==> src/rtl/fft_reorder32.sv <==
// Bit-reversed to natural-order reorder buffer for a 32-point SDF FFT, using ping-pong banks and a valid/ready output.
// Optional macro IDX_OUT_EN adds idx_o, the natural index of the presented sample.
module fft_reorder32 #(
    parameter int DATA_W = 16,
    parameter int LOG2N  = 5
) (
    input  logic              clk,
    input  logic              rst,
    input  logic              valid_i,
    input  logic [DATA_W-1:0] data_in_r,
    input  logic [DATA_W-1:0] data_in_i,
    input  logic              ready_i,
    output logic              valid_o,
    output logic [DATA_W-1:0] data_out_r,
    output logic [DATA_W-1:0] data_out_i,
    output logic              last_o,
    output logic              ovf_o
`ifdef IDX_OUT_EN
    ,
    output logic [LOG2N-1:0]  idx_o
`endif
);
    localparam int N = 1 << LOG2N;
    localparam logic [LOG2N-1:0] CNT_LAST = '1;

    logic [2*DATA_W-1:0] mem [0:2*N-1];

    logic [LOG2N-1:0]    wcnt_q, wcnt_d, rcnt_q, rcnt_d;
    logic                wbank_q, wbank_d, rbank_q, rbank_d;
    logic [1:0]          full_q, full_d;
    logic                valid_q, valid_d, last_q, last_d, ovf_q, ovf_d;
    logic [2*DATA_W-1:0] data_q;
    logic [LOG2N-1:0]    wr_addr;
    logic                wr_en, advance;
`ifdef IDX_OUT_EN
    logic [LOG2N-1:0]    idx_q, idx_d;
`endif

    // Input arrives in bit-reversed order, so write at bitrev(wcnt) and read linearly.
    for (genvar gi = 0; gi < LOG2N; gi++) begin : g_bitrev
        assign wr_addr[gi] = wcnt_q[LOG2N-1-gi];
    end

    always_comb begin
        wr_en   = valid_i && !full_q[wbank_q];
        advance = full_q[rbank_q] && (!valid_q || ready_i);
        wcnt_d  = wcnt_q;
        rcnt_d  = rcnt_q;
        wbank_d = wbank_q;
        rbank_d = rbank_q;
        full_d  = full_q;
        valid_d = valid_q;
        last_d  = last_q;
        ovf_d   = ovf_q;
`ifdef IDX_OUT_EN
        idx_d   = idx_q;
`endif
        if (wr_en) begin
            wcnt_d = wcnt_q + 1'b1;
            if (wcnt_q == CNT_LAST) begin
                full_d[wbank_q] = 1'b1;
                wbank_d         = ~wbank_q;
            end
        end
        if (valid_i && full_q[wbank_q]) begin
            ovf_d = 1'b1;
        end
        // Set and clear of full[] always hit different banks, so both apply.
        if (advance) begin
            valid_d = 1'b1;
            last_d  = (rcnt_q == CNT_LAST);
            rcnt_d  = rcnt_q + 1'b1;
`ifdef IDX_OUT_EN
            idx_d   = rcnt_q;
`endif
            if (rcnt_q == CNT_LAST) begin
                full_d[rbank_q] = 1'b0;
                rbank_d         = ~rbank_q;
            end
        end else if (valid_q && ready_i) begin
            valid_d = 1'b0;
            last_d  = 1'b0;
        end
    end

    always_ff @(posedge clk) begin
        if (wr_en) begin
            mem[{wbank_q, wr_addr}] <= {data_in_r, data_in_i};
        end
    end

    always_ff @(posedge clk) begin
        if (rst) begin
            data_q <= '0;
        end else if (advance) begin
            data_q <= mem[{rbank_q, rcnt_q}];
        end
    end

    always_ff @(posedge clk) begin
        if (rst) begin
            wcnt_q  <= '0;
            rcnt_q  <= '0;
            wbank_q <= 1'b0;
            rbank_q <= 1'b0;
            full_q  <= '0;
            valid_q <= 1'b0;
            last_q  <= 1'b0;
            ovf_q   <= 1'b0;
        end else begin
            wcnt_q  <= wcnt_d;
            rcnt_q  <= rcnt_d;
            wbank_q <= wbank_d;
            rbank_q <= rbank_d;
            full_q  <= full_d;
            valid_q <= valid_d;
            last_q  <= last_d;
            ovf_q   <= ovf_d;
        end
    end

`ifdef IDX_OUT_EN
    always_ff @(posedge clk) begin
        if (rst) begin
            idx_q <= '0;
        end else begin
            idx_q <= idx_d;
        end
    end
    assign idx_o = idx_q;
`endif

    assign valid_o    = valid_q;
    assign last_o     = last_q;
    assign ovf_o      = ovf_q;
    assign data_out_r = data_q[2*DATA_W-1:DATA_W];
    assign data_out_i = data_q[DATA_W-1:0];
endmodule
==> config.mk <==
export PLATFORM = sky130hd
export DESIGN_NAME = fft_reorder32
export DESIGN_NICKNAME = d
export VERILOG_FILES = /design/src/rtl/fft_reorder32.sv
export SDC_FILE = /design/constraint.sdc
export NUM_CORES = 2
export LEC_CHECK = 0
export CORE_MARGIN = 2
export CORE_UTILIZATION = 40
export DETAILED_ROUTE_END_ITERATION = 8
export PLACE_DENSITY = 0.53
export SLEW_MARGIN = 20
export SYNTH_ARGS = -nofsm -noshare
export SYNTH_HDL_FRONTEND = slang
export SYNTH_SLANG_ARGS = --single-unit
==> constraint.sdc <==
create_clock -name clk -period 4.08 [get_ports clk]
set_input_delay 0.816 -clock clk [delete_from_list [all_inputs] [get_ports clk]]
set_output_delay 0.816 -clock clk [all_outputs]
set_load 0.03 [all_outputs]
==> out/results.ini <==
[sta]
clock.fmax_ghz=0.3027
finalMaxSlewViolations=0
skew_ns=0.04262
tns_ns=0
relSlewSlack=0.2705
rsz0062_at_grt=false
finalCritPeriodShare=0.8097
hold_violations=0
min_period_ns=3.304
worst_pin_slew_ns=1.094
setup_violations=0

[cells_and_area]
syn_to_final_growth_pct=15.91
final_cell_mix=2048 x edfxtp_1, 481 x mux4_2, 212 x clkbuf_16
fillers=16280
finish.utilization=0.4677
final_common_cell=edfxtp_1
final_layout_size_suffix_gt1_frac=0.2893
nNetsFinal=3924

[global_route]
grt_max_degree=101
overflow=0
antenna_found_initial=4
grt_pass1_wl_mm=305.7
grtUsageTotal=0.2131
grt_pass1_vias=38420

[cts]
cts.clk_slew.worst_paths_ns=0.06
cts_tree=yes
cts.sinks=2097
cts_resized=0
clock_latency_ns=0.86
htree_num_levels=4
numCtsBuffers=211
clock-root-buffer=clkbuf_16
cts_post_setup_buffers_inserted=0
cts_buffer_depth=3
postCtsHoldBufs=0

[synth]
synth-seq-area-share=0.7836
yosysWarnings=0
synth.top_cell.area_share=0.7713
synth_top_cell_by_area=edfxtp_1
synthFlopType=edfxtp_1
syn_area_um2=79740
syn_inst=3554
post_synth_num_cell_types=61
synth-seq-cells=2097
synthesis.nets=3594
async_flop_share=0
netlist_top_cells_area=edfxtp_1 77%, mux4_2 14%, mux2i_1 1.3%, dfxtp_1 1.2%, o22ai_1 0.71%
synth-edff-count=2048
syn_area_per_cell_um2=22.44

[die]
die_w_um=450.5
chipHeight_um=450.5
die-area_um2=202900
initial_utilization=0.4035
core_area_um2=197600
row_count=163
ios=71

[drt]
drcViolationCount=0
num_vias=38460
via_per_inst=5.744
first_pass_iters=6
drtIter0Drc=4014
ant_nets=0
avgRoutedWirePerCell_um=32.33
drt-total-wl_mm=216.5

[power]
powerDensity_nw_per_um2=468.7
p_total_uw=43310
p_leak_uw=0.02819
peakVddDrop_v=0.0004283

[critical_path]
slowest_delay_ns=0.92
crit_slowest_cell=dfxtp_4
worst_ep_arrival_time_ns=4.02
cpLargestDelayFamily=flip-flops
crit_fanout=37
cp-end-kind=register
crit_required_ns=4.80
critical_path_buf_inv_count=2
path_class=register to register
worstSetupStartpointType=register
path_cells=buf_12 -> mux4_2 -> and2_0 -> a2111oi_0 -> buf_4 -> or4b_2 -> o2111ai_1

[worst_hold_path]
hp-class=input pin to register

[flow_run]
drv_cap=0

[placement]
gp_congestion=0.8078
port_buffers=70
hpwl_mm=131.1

[status]
status=completed

-- layer usage --
layer | share of wire | GRT usage
met5 | 0 | 0
met4 | 0.024 | 0.05322
met3 | 0.054 | 0.02961
met2 | 0.49 | 0.3450
met1 | 0.43 | 0.3059
-- cell families (layout without fill, tap and decap cells) --
| kind of cell | count (synthesis) | in the layout | synth area share |
|---|---|---|---|
| xor+xnor | 8 | 8 | 0.0008787 |
| flops | 2097 | 2097 | 0.7836 |
| fa+ha+maj | 4 | 4 | 0.0006277 |
| compound gates | 306 | 306 | 0.02726 |
| mux | 626 | 626 | 0.1547 |
| other cells | 0 | 2 | 0 |
| buf+inv | 203 | 703 | 0.01406 |
| simple gates | 310 | 310 | 0.01889 |
-- sequential cells by signal (all words and copies together) (netlist names) --
signal and count:
mem 2048, full_q 2, last_o 1, rbank_q 1
data_q 32, wbank_q 1, rcnt_q 5, ovf_o 1
valid_o 1, wcnt_q 5
-- metrics by stage --
step | hold slack, ns | instances | instance area (um^2) | setup slack (ns)
after floorplan | 0.4991 | 3554 | 79740 | 0.6275
after CTS | 0.3949 | 6693 | 92380 | 0.7515
after global routing | 0.3637 | 6694 | 92420 | 0.6210
final | 0.3723 | 6696 | 92420 | 0.7764
after global placement | 0.5391 | 6310 | 85620 | 0.4706
after detailed placement | 0.5428 | 6310 | 85620 | 0.4563
-- path summary, 6_finish.rpt --
kind,start,endpoint,slack [ns],depth (start not counted)
worst max-delay path,rcnt_q[0],data_q[30],0.78,7
worst min-delay path,data_in_r[3],mem[38][19],0.37,1
worst max register to register,rcnt_q[0],data_q[30],0.78,7
worst min register to register,wcnt_q[4],wcnt_q[4],0.56,2
-- cell usage after synthesis, drive strengths merged, types with 11 or more instances --
master,instances
nor2,91
o22ai,90
a211o,18
nor3,12
mux2i,102
o211ai,21
clkbuf,61
a21oi,37
buf,133
mux4,481
nand4,11
o221ai,16
dfxtp,49
edfxtp,2048
a22oi,45
nand2,73
nor4,24
a211oi,18
nand3,31
nor2b,24
mux2,43
-- where the power goes --
group	switching (uW)	internal (uW)	leakage, uW	total [uW]
Sequential	15.7	23700	0.0188	23700
Clock	8270	10700	0.00331	18900
Combinational	554	127	0.00606	681
Total	8840	34500	0.0282	43300
-- area by class of cell --
cell class	count	area [um^2]	area share
clock buffers	264	5570	0.06027
inverters	9	36.28	0.0003926
well taps	2640	3303	0.03574
diodes	2	5.005	0.00005415
clock inverters	119	1185	0.01282
multi-input cells	1254	16650	0.1801
flip-flops and latches	2097	62490	0.6762
repair buffers	311	3181	0.03441
(Power assumes the default switching activity.)
